--- config.mk ---
export PLATFORM = sky130hd
export DESIGN_NAME = wb_rr_arbiter
export DESIGN_NICKNAME = d
export VERILOG_FILES = /design/src/rtl/wb_arb_pkg.sv /design/src/rtl/wb_arb_rr_pick.sv /design/src/rtl/wb_rr_arbiter.sv
export SDC_FILE = /design/constraint.sdc
export NUM_CORES = 1
export LEC_CHECK = 0
export BUFFER_PORTS_ARGS = -buffer_cell sky130_fd_sc_hd__buf_2
export CAP_MARGIN = 20
export CORE_AREA = 2 2 87 89
export CTS_CLUSTER_SIZE = 14
export DETAILED_ROUTE_END_ITERATION = 12
export DIE_AREA = 0 0 89 91
export MAX_ROUTING_LAYER = met4
export SLEW_MARGIN = 30
export SYNTH_ARGS = -nofsm -noshare
export SYNTH_HDL_FRONTEND = slang
export SYNTH_HIERARCHICAL = 1
export SYNTH_SLANG_ARGS = --single-unit
--- constraint.sdc ---
create_clock -name clk_i -period 2.6 [get_ports clk_i]
set_input_delay 0.52 -clock clk_i [delete_from_list [all_inputs] [get_ports clk_i]]
set_output_delay 0.52 -clock clk_i [all_outputs]
set_load 0.02 [all_outputs]
--- src/rtl/wb_arb_pkg.sv ---
// Shared types and constants for the round-robin Wishbone arbiter.
package wb_arb_pkg;

  // Arbiter FSM encoding; the top exposes this value directly on state_out.
  typedef enum logic [1:0] {
    IDLE  = 2'b00,
    BUSY  = 2'b01,
    ABORT = 2'b10
  } arb_state_e;

  // Wishbone B4 cycle type identifiers seen on the cti lines.
  localparam logic [2:0] CTI_CLASSIC = 3'b000;
  localparam logic [2:0] CTI_CONST   = 3'b001;
  localparam logic [2:0] CTI_INCR    = 3'b010;
  localparam logic [2:0] CTI_EOB     = 3'b111;

  // Watchdog counter width; covers the full 2..255 timeout range.
  localparam int WD_W = 8;

endpackage

--- src/rtl/wb_arb_rr_pick.sv ---
// Combinational round-robin picker: searches from last_gnt+1 upward,
// wrapping, and returns the first requester as a one-hot grant.
module wb_arb_rr_pick
  import wb_arb_pkg::*;
#(
  parameter int NUM_M = 2,
  parameter int IDX_W = $clog2(NUM_M)
) (
  input  logic [NUM_M-1:0] req,
  input  logic [IDX_W-1:0] last_gnt,
  output logic [NUM_M-1:0] gnt
);

  logic [IDX_W-1:0] cand;
  logic             found;

  // Walk the ring starting just after the previous winner; the first
  // requester met wins, so the previous winner is considered last.
  always_comb begin
    gnt   = '0;
    found = 1'b0;
    cand  = last_gnt;
    for (int k = 0; k < NUM_M; k++) begin
      cand = (cand == IDX_W'(NUM_M - 1)) ? '0 : cand + IDX_W'(1);
      if (!found && req[cand]) begin
        gnt[cand] = 1'b1;
        found     = 1'b1;
      end
    end
  end

endmodule

--- src/rtl/wb_rr_arbiter.sv ---
// Round-robin Wishbone B4 arbiter sharing one slave between NUM_M masters.
// The grant is held for the whole cyc tenure; a per-transfer watchdog turns
// a hung slave into a single err pulse to the owning master.
module wb_rr_arbiter
  import wb_arb_pkg::*;
#(
  parameter int ADDR_WIDTH = 5,
  parameter int DATA_WIDTH = 32,
  parameter int SEL_WIDTH  = DATA_WIDTH / 8,
  parameter int NUM_M      = 2,
  parameter int TIMEOUT    = 16
) (
  input  logic                        clk_i,
  input  logic                        rst_ni,
  input  logic [NUM_M-1:0]            m_cyc_i,
  input  logic [NUM_M-1:0]            m_stb_i,
  input  logic [NUM_M-1:0]            m_we_i,
  input  logic [NUM_M-1:0]            m_tag_i,
  input  logic [NUM_M*ADDR_WIDTH-1:0] m_addr_i,
  input  logic [NUM_M*DATA_WIDTH-1:0] m_data_i,
  input  logic [NUM_M*SEL_WIDTH-1:0]  m_sel_i,
  input  logic [NUM_M*3-1:0]          m_cti_i,
  output logic [NUM_M-1:0]            m_ack_o,
  output logic [NUM_M-1:0]            m_err_o,
  output logic [DATA_WIDTH-1:0]       m_data_o,
  output logic                        s_cyc_o,
  output logic                        s_stb_o,
  output logic                        s_we_o,
  output logic                        s_tag_o,
  output logic [ADDR_WIDTH-1:0]       s_addr_o,
  output logic [DATA_WIDTH-1:0]       s_data_o,
  output logic [SEL_WIDTH-1:0]        s_sel_o,
  output logic [2:0]                  s_cti_o,
  input  logic                        s_ack_i,
  input  logic                        s_err_i,
  input  logic [DATA_WIDTH-1:0]       s_data_i,
  output logic [NUM_M-1:0]            gnt_o,
  output logic [1:0]                  state_out,
  output logic                        timeout_o
);

  localparam int             IDX_W   = $clog2(NUM_M);
  localparam logic [WD_W-1:0] WD_LAST = WD_W'(TIMEOUT - 1);

  arb_state_e       state_reg;
  logic [NUM_M-1:0] gnt_reg;
  logic [IDX_W-1:0] last_gnt_reg;
  logic [WD_W-1:0]  wd_cnt_reg;
  logic             timeout_reg;

  logic [NUM_M-1:0] pick_gnt;
  logic [IDX_W-1:0] pick_idx;
  logic [IDX_W-1:0] idx_chain [NUM_M+1];

  logic [ADDR_WIDTH-1:0] addr_arr [NUM_M];
  logic [DATA_WIDTH-1:0] data_arr [NUM_M];
  logic [SEL_WIDTH-1:0]  sel_arr  [NUM_M];
  logic [2:0]            cti_arr  [NUM_M];

  logic is_busy;
  logic is_abort;

  // Split the flat per-master buses and turn the picker's one-hot result
  // into an index by OR-ing each granted position into a chain.
  assign idx_chain[0] = '0;
  generate
    for (genvar gi = 0; gi < NUM_M; gi++) begin : g_master
      assign addr_arr[gi]    = m_addr_i[gi*ADDR_WIDTH +: ADDR_WIDTH];
      assign data_arr[gi]    = m_data_i[gi*DATA_WIDTH +: DATA_WIDTH];
      assign sel_arr[gi]     = m_sel_i[gi*SEL_WIDTH +: SEL_WIDTH];
      assign cti_arr[gi]     = m_cti_i[gi*3 +: 3];
      assign idx_chain[gi+1] = idx_chain[gi] | (pick_gnt[gi] ? IDX_W'(gi) : '0);

      // Responses reach only the owning master; the timeout err is shown
      // for the first ABORT cycle only.
      assign m_ack_o[gi] = is_busy & gnt_reg[gi] & s_ack_i;
      assign m_err_o[gi] = gnt_reg[gi] & ((is_busy & s_err_i) | (is_abort & timeout_reg));
    end
  endgenerate
  assign pick_idx = idx_chain[NUM_M];

  wb_arb_rr_pick #(
    .NUM_M (NUM_M),
    .IDX_W (IDX_W)
  ) u_pick (
    .req      (m_cyc_i),
    .last_gnt (last_gnt_reg),
    .gnt      (pick_gnt)
  );

  assign is_busy  = (state_reg == BUSY);
  assign is_abort = (state_reg == ABORT);

  // Slave side mux. last_gnt_reg always holds the current owner's index
  // while BUSY, so it doubles as the mux select. Outside BUSY the slave
  // sees an idle, all-zero bus.
  assign s_cyc_o  = is_busy & m_cyc_i[last_gnt_reg];
  assign s_stb_o  = is_busy & m_stb_i[last_gnt_reg];
  assign s_we_o   = is_busy & m_we_i[last_gnt_reg];
  assign s_tag_o  = is_busy & m_tag_i[last_gnt_reg];
  assign s_addr_o = is_busy ? addr_arr[last_gnt_reg] : '0;
  assign s_data_o = is_busy ? data_arr[last_gnt_reg] : '0;
  assign s_sel_o  = is_busy ? sel_arr[last_gnt_reg]  : '0;
  assign s_cti_o  = is_busy ? cti_arr[last_gnt_reg]  : '0;
  assign m_data_o = is_busy ? s_data_i : '0;

  assign gnt_o     = gnt_reg;
  assign state_out = state_reg;
  assign timeout_o = timeout_reg;

  // Arbitration FSM and watchdog: grant in IDLE, hold for the cyc tenure in
  // BUSY, and park in ABORT after a timeout until the owner drops cyc.
  always_ff @(posedge clk_i or negedge rst_ni) begin
    if (!rst_ni) begin
      state_reg    <= IDLE;
      gnt_reg      <= '0;
      last_gnt_reg <= IDX_W'(NUM_M - 1);
      wd_cnt_reg   <= '0;
      timeout_reg  <= 1'b0;
    end else begin
      timeout_reg <= 1'b0;
      case (state_reg)
        IDLE: begin
          wd_cnt_reg <= '0;
          if (|pick_gnt) begin
            gnt_reg      <= pick_gnt;
            last_gnt_reg <= pick_idx;
            state_reg    <= BUSY;
          end
        end
        BUSY: begin
          if (!m_cyc_i[last_gnt_reg]) begin
            gnt_reg    <= '0;
            wd_cnt_reg <= '0;
            state_reg  <= IDLE;
          end else if (s_stb_o && !s_ack_i && !s_err_i) begin
            if (wd_cnt_reg == WD_LAST) begin
              wd_cnt_reg  <= '0;
              timeout_reg <= 1'b1;
              state_reg   <= ABORT;
            end else begin
              wd_cnt_reg <= wd_cnt_reg + WD_W'(1);
            end
          end else begin
            wd_cnt_reg <= '0;
          end
        end
        ABORT: begin
          wd_cnt_reg <= '0;
          if (!m_cyc_i[last_gnt_reg]) begin
            gnt_reg   <= '0;
            state_reg <= IDLE;
          end
        end
        default: begin
          gnt_reg    <= '0;
          wd_cnt_reg <= '0;
          state_reg  <= IDLE;
        end
      endcase
    end
  end

endmodule

==> run_summary.xml <==
<?xml version="1.0" encoding="UTF-8"?>
<metrics>
  <group name="route">
    <metric name="vias_after_detailed_routing" unit="">2296</metric>
    <metric name="vias_per_cell" unit="">4.33</metric>
    <metric name="totalWireLength" unit="um">6890</metric>
    <metric name="drt_pass1_iterations" unit="">4</metric>
    <metric name="remaining_design_rule_violation_count" unit="">0</metric>
    <metric name="post_drt_antenna_nets" unit="">0</metric>
    <metric name="wire_per_inst" unit="um">13.0</metric>
    <metric name="initialDrtViolationCount" unit="">67</metric>
  </group>
  <group name="floorplan">
    <metric name="floorplan_die_area" unit="um^2">8100</metric>
    <metric name="io-pin-count" unit="">221</metric>
    <metric name="fp-row-count" unit="">31</metric>
    <metric name="core-area" unit="um^2">7140</metric>
    <metric name="starting_density_of_the_core" unit="">0.252</metric>
    <metric name="die-height" unit="um">91</metric>
    <metric name="die_w" unit="um">89</metric>
  </group>
  <group name="yosys">
    <metric name="register_bit_count_reported_by_yosys" unit="">14</metric>
    <metric name="ys_seq_area_frac" unit="">0.195</metric>
    <metric name="synthCells" unit="">217</metric>
    <metric name="netlist.area_leader.share" unit="">0.261</metric>
    <metric name="synth.yosys.warnings" unit="">6</metric>
    <metric name="synth_top_cell_by_area" unit="">sky130_fd_sc_hd__mux2i_1</metric>
    <metric name="netlist_area" unit="um^2">1800</metric>
    <metric name="yosys.cell_types.count" unit="">33</metric>
    <metric name="synth.area.top_cells" unit="">sky130_fd_sc_hd__mux2i_1 (26%), sky130_fd_sc_hd__dfrtp_1 (18%), sky130_fd_sc_hd__nor2b_1 (17%)</metric>
    <metric name="syn_area_per_cell" unit="um^2">8.30</metric>
    <metric name="postSynthNetCount" unit="">354</metric>
  </group>
  <group name="final_layout">
    <metric name="largest_register_ffs" unit="">8</metric>
    <metric name="multi_input_comb_area" unit="um^2">1360</metric>
    <metric name="num-nets-final" unit="">569</metric>
    <metric name="drive_above_1_share" unit="">0.543</metric>
    <metric name="antenna_cells" unit="">0</metric>
    <metric name="syn2layout_area_growth" unit="%">69.8</metric>
    <metric name="regArea" unit="um^2">352</metric>
    <metric name="final-instance-count-excl-fill" unit="">530</metric>
    <metric name="nFillCells" unit="">768</metric>
    <metric name="mostFrequentLayoutCells" unit="">sky130_fd_sc_hd__buf_2 (220), sky130_fd_sc_hd__nor2b_1 (49), sky130_fd_sc_hd__mux2i_1 (47)</metric>
    <metric name="layout_commonest_cell" unit="">sky130_fd_sc_hd__buf_2</metric>
  </group>
  <group name="cts">
    <metric name="cts_inserted_buffers" unit="">3</metric>
    <metric name="postCtsSetupRepairBufs" unit="">0</metric>
    <metric name="worstSkewPairLatency" unit="ps">250</metric>
    <metric name="cts.sink_count" unit="">14</metric>
    <metric name="cts_htree_levels" unit="">1</metric>
    <metric name="cts.clk_slew.worst_paths" unit="ps">60</metric>
    <metric name="cts_tree" unit="">done</metric>
    <metric name="cts-root-buf" unit="">sky130_fd_sc_hd__clkbuf_8</metric>
    <metric name="postCtsHoldBufs" unit="">0</metric>
    <metric name="cts.repair.resized" unit="">0</metric>
    <metric name="clock_tree.buffer_depth" unit="">2</metric>
  </group>
  <group name="global_routing">
    <metric name="globalRouteOverflowTotal" unit="">0</metric>
    <metric name="global_route_wire_length_before_repair" unit="um">9700</metric>
    <metric name="antenna_found_initial" unit="">0</metric>
    <metric name="grt_pass1_vias" unit="">2137</metric>
    <metric name="pin_count_of_the_biggest_net_entering_global_routing" unit="">52</metric>
    <metric name="grt.total_usage" unit="">0.155</metric>
  </group>
  <group name="sta">
    <metric name="rsz0062_at_grt" unit="">false</metric>
    <metric name="worst_pin_slew" unit="ps">416</metric>
    <metric name="fmax" unit="GHz">0.429</metric>
    <metric name="drv_slew" unit="">0</metric>
    <metric name="hold-worst-slack" unit="ps">163</metric>
    <metric name="timing.final.setup_violations" unit="">0</metric>
    <metric name="finClkSkew" unit="ps">5.26</metric>
    <metric name="setup_total_neg_slack" unit="ps">0</metric>
    <metric name="timing.final.hold_violations" unit="">0</metric>
    <metric name="fin_crit_sh" unit="">0.897</metric>
    <metric name="timing.max_slew.rel_slack" unit="">0.720</metric>
    <metric name="finalWorstPathRequiredPeriod" unit="ps">2330</metric>
  </group>
  <group name="hold_path">
    <metric name="hp-class" unit="">in -&gt; async</metric>
  </group>
  <group name="critical_path">
    <metric name="critical_path_class" unit="">reg -&gt; out</metric>
    <metric name="crit_path_top_delay_cell" unit="">sky130_fd_sc_hd__dfstp_2</metric>
    <metric name="timing.critical_path.cells" unit="">buf_4 &gt; mux2i_1 &gt; nor2b_1 &gt; buf_2</metric>
    <metric name="worst_setup_path_endpoint" unit="">s_stb_o</metric>
    <metric name="reg2reg_setup_slack" unit="ps">580</metric>
    <metric name="critical_path.max_fanout" unit="">20</metric>
    <metric name="end_kind" unit="">primary output</metric>
    <metric name="rr_startpoint" unit="">last_gnt_reg</metric>
    <metric name="cp-start-kind" unit="">register</metric>
    <metric name="critical-path-max-stage-delay" unit="ps">560</metric>
    <metric name="ff_to_ff_path_depth" unit="">5</metric>
    <metric name="worstSetupStartpoint" unit="">last_gnt_reg</metric>
    <metric name="timing.critical_path.required" unit="ps">2080</metric>
    <metric name="cp_data_arrival_time" unit="ps">1810</metric>
    <metric name="endpoint_of_the_lowest_slack_register_to_register_path" unit="">state_out[0]</metric>
  </group>
  <group name="place">
    <metric name="port_buffers" unit="">220</metric>
    <metric name="routabilityCongestion" unit="">0.848</metric>
    <metric name="cell_count_after_placement" unit="">526</metric>
    <metric name="sum_of_net_half_perimeters_after_detailed_placement" unit="um">5930</metric>
  </group>
  <group name="flow_run">
    <metric name="cap_viol_max_count" unit="">0</metric>
  </group>
  <group name="power_and_ir_drop">
    <metric name="cellPowerDensity" unit="nW/um^2">941</metric>
    <metric name="vdd_ir_drop_max" unit="uV">425</metric>
    <metric name="power.static_leakage" unit="uW">0.00182</metric>
  </group>
  <group name="status">
    <metric name="outcome" unit="">finished, final reports clean</metric>
  </group>
</metrics>
per-layer routing:
layer,track usage,vias to the layer above,share of wire
met5,-,-,0
met4,0.0249,0,0.0061
met3,0.0227,4,0.091
met2,0.291,134,0.51
met1,0.173,1008,0.39
li1,-,1150,-
critical path: cells and delay by family, from the launching register on:
family	cells	cell delay (ps)
simple gates	1	90
buf+inv	2	490
flops	1	560
mux	1	420
layout make-up:
type / count / area share
clock buffers: 4 / 0.0180
flip-flops and latches: 14 / 0.115
repair buffers: 225 / 0.372
inverters: 7 / 0.00859
multi-input cells: 181 / 0.446
well taps: 99 / 0.0405
where the power goes:
part / leakage (uW) / switching (uW) / total (uW) / internal, uW
clock network: 0.0000288 / 76.4 / 210 / 134
registers: 0.000188 / 34.4 / 289 / 254
logic: 0.00160 / 1420 / 2380 / 963
total: 0.00182 / 1530 / 2880 / 1350
cell usage after synthesis:
library cell                number
sky130_fd_sc_hd__a21boi_0        1
sky130_fd_sc_hd__a21boi_1        1
sky130_fd_sc_hd__a21oi_1         3
sky130_fd_sc_hd__a22o_1          3
sky130_fd_sc_hd__a22oi_1         1
sky130_fd_sc_hd__a32o_1          2
sky130_fd_sc_hd__a32oi_2         1
sky130_fd_sc_hd__and2_1         32
sky130_fd_sc_hd__and3_1          2
sky130_fd_sc_hd__buf_2           5
sky130_fd_sc_hd__clkbuf_1       10
sky130_fd_sc_hd__dfrtp_1        13
sky130_fd_sc_hd__dfstp_2         1
sky130_fd_sc_hd__ha_1            5
sky130_fd_sc_hd__inv_1           7
sky130_fd_sc_hd__mux2_1          1
sky130_fd_sc_hd__mux2_2          1
sky130_fd_sc_hd__mux2i_1        47
sky130_fd_sc_hd__nand2_1         6
sky130_fd_sc_hd__nand2b_1        2
sky130_fd_sc_hd__nand3_1         2
sky130_fd_sc_hd__nand4bb_1       1
sky130_fd_sc_hd__nor2_1          9
sky130_fd_sc_hd__nor2b_1        49
sky130_fd_sc_hd__nor3_1          1
sky130_fd_sc_hd__nor4_1          1
sky130_fd_sc_hd__nor4b_2         1
sky130_fd_sc_hd__o21ai_0         1
sky130_fd_sc_hd__o21ai_1         1
sky130_fd_sc_hd__or3_1           1
sky130_fd_sc_hd__or3b_1          1
sky130_fd_sc_hd__xnor2_1         3
sky130_fd_sc_hd__xor2_1          2
cell families (layout without fill, tap and decap cells):
kind of cell / Yosys count / in the layout / share of synthesized area
adders and majority gates: 5 / 5 / 0.0347
DFF: 14 / 14 / 0.195
buffers and inverters: 22 / 236 / 0.0493
muxes: 49 / 49 / 0.274
and+or+nand+nor: 108 / 108 / 0.361
xor gates and xnor gates: 5 / 5 / 0.0243
AOI/OAI and AO/OA: 14 / 14 / 0.0612
worst min path at each step:
stage,from,to,cells after the start
3_5_place_dp,rst_ni,state_out[0],1
3_3_place_gp,rst_ni,state_out[0],1
2_1_floorplan,rst_ni,gnt_o[0],0
5_1_grt,rst_ni,gnt_o[1],1
4_1_cts,rst_ni,gnt_o[1],1
6_report,rst_ni,wd_cnt_reg[5],1
stage by stage:
stage	total power, uW	utilization	area (um^2)	worst slack [ps]
floorplan	1950	-	1800	442
CTS	2920	0.428	3060	243
finish	2880	0.428	3060	267
detailed placement	2700	0.421	3000	522
global route	3090	0.428	3060	186
global placement	2670	0.421	3000	563
Power figures use the tool's default switching activity.
